### config.mk
export PLATFORM = sky130hd
export DESIGN_NAME = dac_i2s_tx_ctrl
export DESIGN_NICKNAME = d
export VERILOG_FILES = /design/src/rtl/dac_i2s_tx_ctrl.sv
export SDC_FILE = /design/constraint.sdc
export NUM_CORES = 1
export LEC_CHECK = 0
export BUFFER_PORTS_ARGS = -buffer_cell sky130_fd_sc_hd__buf_2
export CORE_ASPECT_RATIO = 1.4
export CORE_MARGIN = 8
export CORE_UTILIZATION = 58
export CTS_CLUSTER_SIZE = 16
export DETAILED_ROUTE_END_ITERATION = 8
export GPL_TIMING_DRIVEN = 0
export PLACE_DENSITY = 0.82
export SETUP_SLACK_MARGIN = 0.4
export SYNTH_ARGS = -nofsm -noshare
export SYNTH_HDL_FRONTEND = slang
export SYNTH_SLANG_ARGS = --single-unit
### constraint.sdc
create_clock -name clk -period 2.6 [get_ports clk]
set_input_delay 0 -clock clk [delete_from_list [all_inputs] [get_ports clk]]
set_output_delay 0 -clock clk [all_outputs]
set_load 0.05 [all_outputs]
### src/rtl/dac_i2s_tx_ctrl.sv
// Master-mode serial-port transmitter for the WM8731 DAC.
// Divides clk into b_clk and dac_lr_clk. Accepts 32-bit stereo words {L,R}
// through a one-deep holding register. Shifts each word out MSB-first,
// left-justified: L while dac_lr_clk is high, R while it is low.
module dac_i2s_tx_ctrl #(
    parameter int BCLK_DIV = 4
) (
    input  logic        clk,
    input  logic        reset,
    input  logic        enable,
    input  logic [31:0] sample_in,
    input  logic        sample_valid,
    output logic        sample_ready,
    output logic        b_clk,
    output logic        dac_lr_clk,
    output logic        dacdat,
    output logic        frame_start,
    output logic        underrun
);

    localparam int DIV_W = $clog2(BCLK_DIV);
    localparam logic [DIV_W-1:0] DIV_LAST = DIV_W'(BCLK_DIV - 1);

    logic [DIV_W-1:0] div_cnt_r;
    logic [4:0]       bit_cnt_r;
    logic [31:0]      shift_r;
    logic [31:0]      hold_reg_r;
    logic             hold_full_r;
    logic             b_clk_r;
    logic             dac_lr_clk_r;
    logic             dacdat_r;
    logic             frame_start_r;
    logic             underrun_r;

    logic             div_wrap_s;
    logic             rise_s;
    logic [4:0]       bit_next_s;
    logic             frame_s;
    logic             accept_s;

    // Decode the divider wrap, the b_clk rising event and the frame boundary.
    always_comb begin
        div_wrap_s = (div_cnt_r == DIV_LAST);
        bit_next_s = bit_cnt_r + 5'd1;
        rise_s     = 1'b0;
        frame_s    = 1'b0;
        if (enable && div_wrap_s && !b_clk_r) begin
            rise_s  = 1'b1;
            frame_s = (bit_next_s == 5'd0);
        end else begin
            rise_s  = 1'b0;
            frame_s = 1'b0;
        end
        // A full holding register is never written, so a load and an accept
        // can never fall in the same cycle.
        accept_s = sample_valid & ~hold_full_r;
    end

    assign sample_ready = ~hold_full_r;
    assign b_clk        = b_clk_r;
    assign dac_lr_clk   = dac_lr_clk_r;
    assign dacdat       = dacdat_r;
    assign frame_start  = frame_start_r;
    assign underrun     = underrun_r;

    // Holding register: filled by the handshake and emptied at each frame start.
    // It is kept while the port is disabled.
    always_ff @(posedge clk) begin
        if (reset) begin
            hold_reg_r  <= 32'd0;
            hold_full_r <= 1'b0;
        end else if (frame_s && hold_full_r) begin
            hold_full_r <= 1'b0;
        end else if (accept_s) begin
            hold_reg_r  <= sample_in;
            hold_full_r <= 1'b1;
        end else begin
            hold_full_r <= hold_full_r;
        end
    end

    // Clock divider, bit counter and output shifter.
    // Disabling the port drops the partial frame and returns to the frame-start position.
    always_ff @(posedge clk) begin
        if (reset) begin
            div_cnt_r     <= '0;
            bit_cnt_r     <= 5'd31;
            shift_r       <= 32'd0;
            b_clk_r       <= 1'b0;
            dac_lr_clk_r  <= 1'b0;
            dacdat_r      <= 1'b0;
            frame_start_r <= 1'b0;
            underrun_r    <= 1'b0;
        end else begin
            frame_start_r <= 1'b0;
            underrun_r    <= 1'b0;
            if (!enable) begin
                div_cnt_r    <= '0;
                bit_cnt_r    <= 5'd31;
                shift_r      <= 32'd0;
                b_clk_r      <= 1'b0;
                dac_lr_clk_r <= 1'b0;
                dacdat_r     <= 1'b0;
            end else begin
                if (div_wrap_s) begin
                    div_cnt_r <= '0;
                    b_clk_r   <= ~b_clk_r;
                end else begin
                    div_cnt_r <= div_cnt_r + DIV_W'(1);
                end
                if (rise_s) begin
                    bit_cnt_r    <= bit_next_s;
                    dac_lr_clk_r <= (bit_next_s < 5'd16);
                    if (frame_s) begin
                        frame_start_r <= 1'b1;
                        if (hold_full_r) begin
                            shift_r  <= hold_reg_r;
                            dacdat_r <= hold_reg_r[31];
                        end else begin
                            shift_r    <= 32'd0;
                            dacdat_r   <= 1'b0;
                            underrun_r <= 1'b1;
                        end
                    end else begin
                        dacdat_r <= shift_r[30];
                        shift_r  <= {shift_r[30:0], 1'b0};
                    end
                end else begin
                    bit_cnt_r <= bit_cnt_r;
                end
            end
        end
    end

endmodule
==> metrics.yaml <==
die_y_um: 106
gp_congestion: 0.867
worstHoldEndpoint: "b_clk"
max-cap-violations: 0
start_util_pct: 60.1
yosysWarningCount: 0
cpMaxStageDelayCell: "buf_1"
cts_root_buf: "clkbuf_8"
setup_tns_ps: 0
cts_resized: 0
cts_tree: "yes"
finalSetupViolCount: 0
cp_max_fo: 10
critPathLaunch: "div_cnt_r[0]"
synth.distinct_cells: 30
vias: 3125
clockPowerShare_pct: 38.7
syn_inst: 387
ys_seq_area_share_pct: 45.8
relSlewSlack_pct: 67.1
synth_edf_count: 0
hold_viol: 0
grt_pass1_vias: 3217
drv_slew: 0
post_drt_via_cell_ratio: 5.74
antenna_cells: 0
ys_ff_latch: 76
cts_setup_buffers: 0
reg2regPathDepth: 7
core_area_mm2: 0.00553
ys.flop_type: "dfxtp_1"
grt_overflow: 0
layout.nets: 510
power_density_mw_per_mm2: 562
avgSynthCellArea_um2: 8.58
combPwrFrac_pct: 9.1
outcome: "complete, no violations"
wl_per_cell_um: 16.1
clk_pin_slew_ps: 80
intPower_mw: 1.74
cts_buffers: 9
min_period_ps: 1960
worst_slew_pin_slew_ps: 493
dp_hpwl_mm: 5.85
p_leak_nw: 1.54
fmax_ghz: 0.511
path_delay_family: "buffers and inverters"
row_count: 32
wirelength_mm: 8.76
ios: 42
drtIter0Drc: 173
drtPass1Iterations: 4
drive_above_1_share_pct: 21.2
clockBufferDepth: 2
fin_crit_sh_pct: 75.2
die_w_um: 80.0
worst_setup_path_start_kind: "flop"
die_area_mm2: 0.00844
min_from: "enable"
syn_nets: 426
netlist_area_mm2: 0.00332
cts-htree-levels: 3
final_cell_mix: "76 x dfxtp_1, 75 x nand2_1, 66 x a21oi_1"
grt_setup_unrepaired: "no"
cp_num_buf_inv: 2
clkLatencyLatePin_ps: 360
slowest_delay_ps: 400
cp_data_required_time_ps: 2880
final_common_cell: "dfxtp_1"
antenna_found_initial: 0
nFillCells: 377
endpoint_kind: "flop"
r2r_slack_ps: 640
yosysTopAreaCell: "dfxtp_1"
p_sw_share_pct: 25.4
drc: 0
regToRegEndpoint: "shift_r[13]"
finClkSkew_ps: 11.1
worstHoldPathCells: 3
netlist.area_leader.share_pct: 45.8
timing.rr.start: "div_cnt_r[0]"
hold_path.class: "input port to flop"
cts_num_sinks: 76
ir_worst_vdd_v: 0.000411
path_class: "flop to flop"
track_usage_pct: 21.8
seqPwrFrac_pct: 52.2
ant_nets: 0
crit_chain: "ha_1, nor2b_1, nand2_1, buf_2, buf_1, a21oi_1, a211oi_2"
grt_pass1_wl_mm: 14.8
crit_arrival_ps: 2240
port_buffers: 40
ys_async_sr_fraction_pct: 0
synth.top_cells.by_area: "dfxtp_1 46%, a211oi_2 11%, a21oi_1 9.9%"
syn2layout_area_growth_pct: 24.6
power_switching_uw: 591
hold_slack_ps: 51.8
grt_max_degree: 15
==> synthesized netlist by cell type (all sizes together), types with 2 or more instances <==
cell    number
dfxtp       76
nor2         2
xor2         3
a211oi      31
nand2       75
o21ai       32
buf         15
ha           3
nand3        4
nor3         2
and2         2
nor4        33
nand4        2
nand2b       3
a21oi       67
clkbuf      26
nor2b        3
==> tightest hold or removal path: stages <==
cell,delay [ps]
buf_2,120
nand2b_1,170
a21oi_1,60
==> power groups by stage <==
stage | clock network, mW | logic [mW] | registers, mW
2_1_floorplan | 0 | 0.111 | 1.24
3_3_place_gp | 0 | 0.164 | 1.24
3_5_place_dp | 0 | 0.169 | 1.24
4_1_cts | 0.916 | 0.208 | 1.21
5_1_grt | 0.972 | 0.232 | 1.22
6_report | 0.900 | 0.212 | 1.22
==> final cells by class <==
| type | count | area, um^2 | area share, % |
|---|---|---|---|
| Sequential cell | 76 | 1520 | 36.8 |
| Multi-Input combinational cell | 269 | 1590 | 38.4 |
| Clock inverter | 7 | 77.6 | 1.87 |
| Tap cell | 68 | 85.1 | 2.06 |
| Buffer | 41 | 208 | 5.02 |
| Clock buffer | 9 | 124 | 2.99 |
| Timing Repair Buffer | 73 | 531 | 12.8 |
| Inverter | 1 | 3.75 | 0.0907 |
==> timing repair <==
item	CTS	global route
setup endpoints to repair	0	0
hold endpoints to repair	33	0
hold buffers	33	0
==> registers in the layout, summed over array words and instances (netlist names) <==
name         count
hold_reg_r      32
shift_r         31
bit_cnt_r        5
div_cnt_r        2
b_clk            1
dac_lr_clk       1
dacdat           1
frame_start      1
hold_full_r      1
underrun         1
==> metal layers <==
layer | vias to the layer above | GRT usage (%) | wire (um)
li1 | 1555 | - | -
met1 | 1469 | 23.1 | 3550
met2 | 78 | 37.5 | 4520
met3 | 23 | 6.29 | 435
met4 | 0 | 11.4 | 252
met5 | - | 0 | 0
==> through the flow <==
step                      cells  util (%)  total power [mW]  worst slack [ps]  cell area, um^2
after floorplan             387         -              1.35               918             3320
after CTS                   544      74.9              2.34               673             4140
after global placement      495      65.3              1.40               766             3610
after global routing        544      74.9              2.42               508             4140
after detailed placement    495      65.3              1.41               700             3610
final                       544      74.9              2.33               644             4140
==> logic make-up (layout without fill, tap and decap cells) <==
group	after synthesis	after routing	share of synthesized area (%)
AOI/OAI and AO/OA	133	133	27.3
and+or+nand+nor	129	129	18.3
DFF	76	76	45.8
adders and majority gates	3	3	1.13
buffers and inverters	42	131	6.36
xor gates and xnor gates	4	4	1.05
==> how the worst max path moves through the flow <==
stage / to / cells after the start
6_report: shift_r[13] / 7
5_1_grt: shift_r[30] / 6
4_1_cts: shift_r[13] / 7
3_5_place_dp: shift_r[13] / 7
3_3_place_gp: dacdat / 7
2_1_floorplan: dacdat / 6
(Power assumes the default switching activity.)
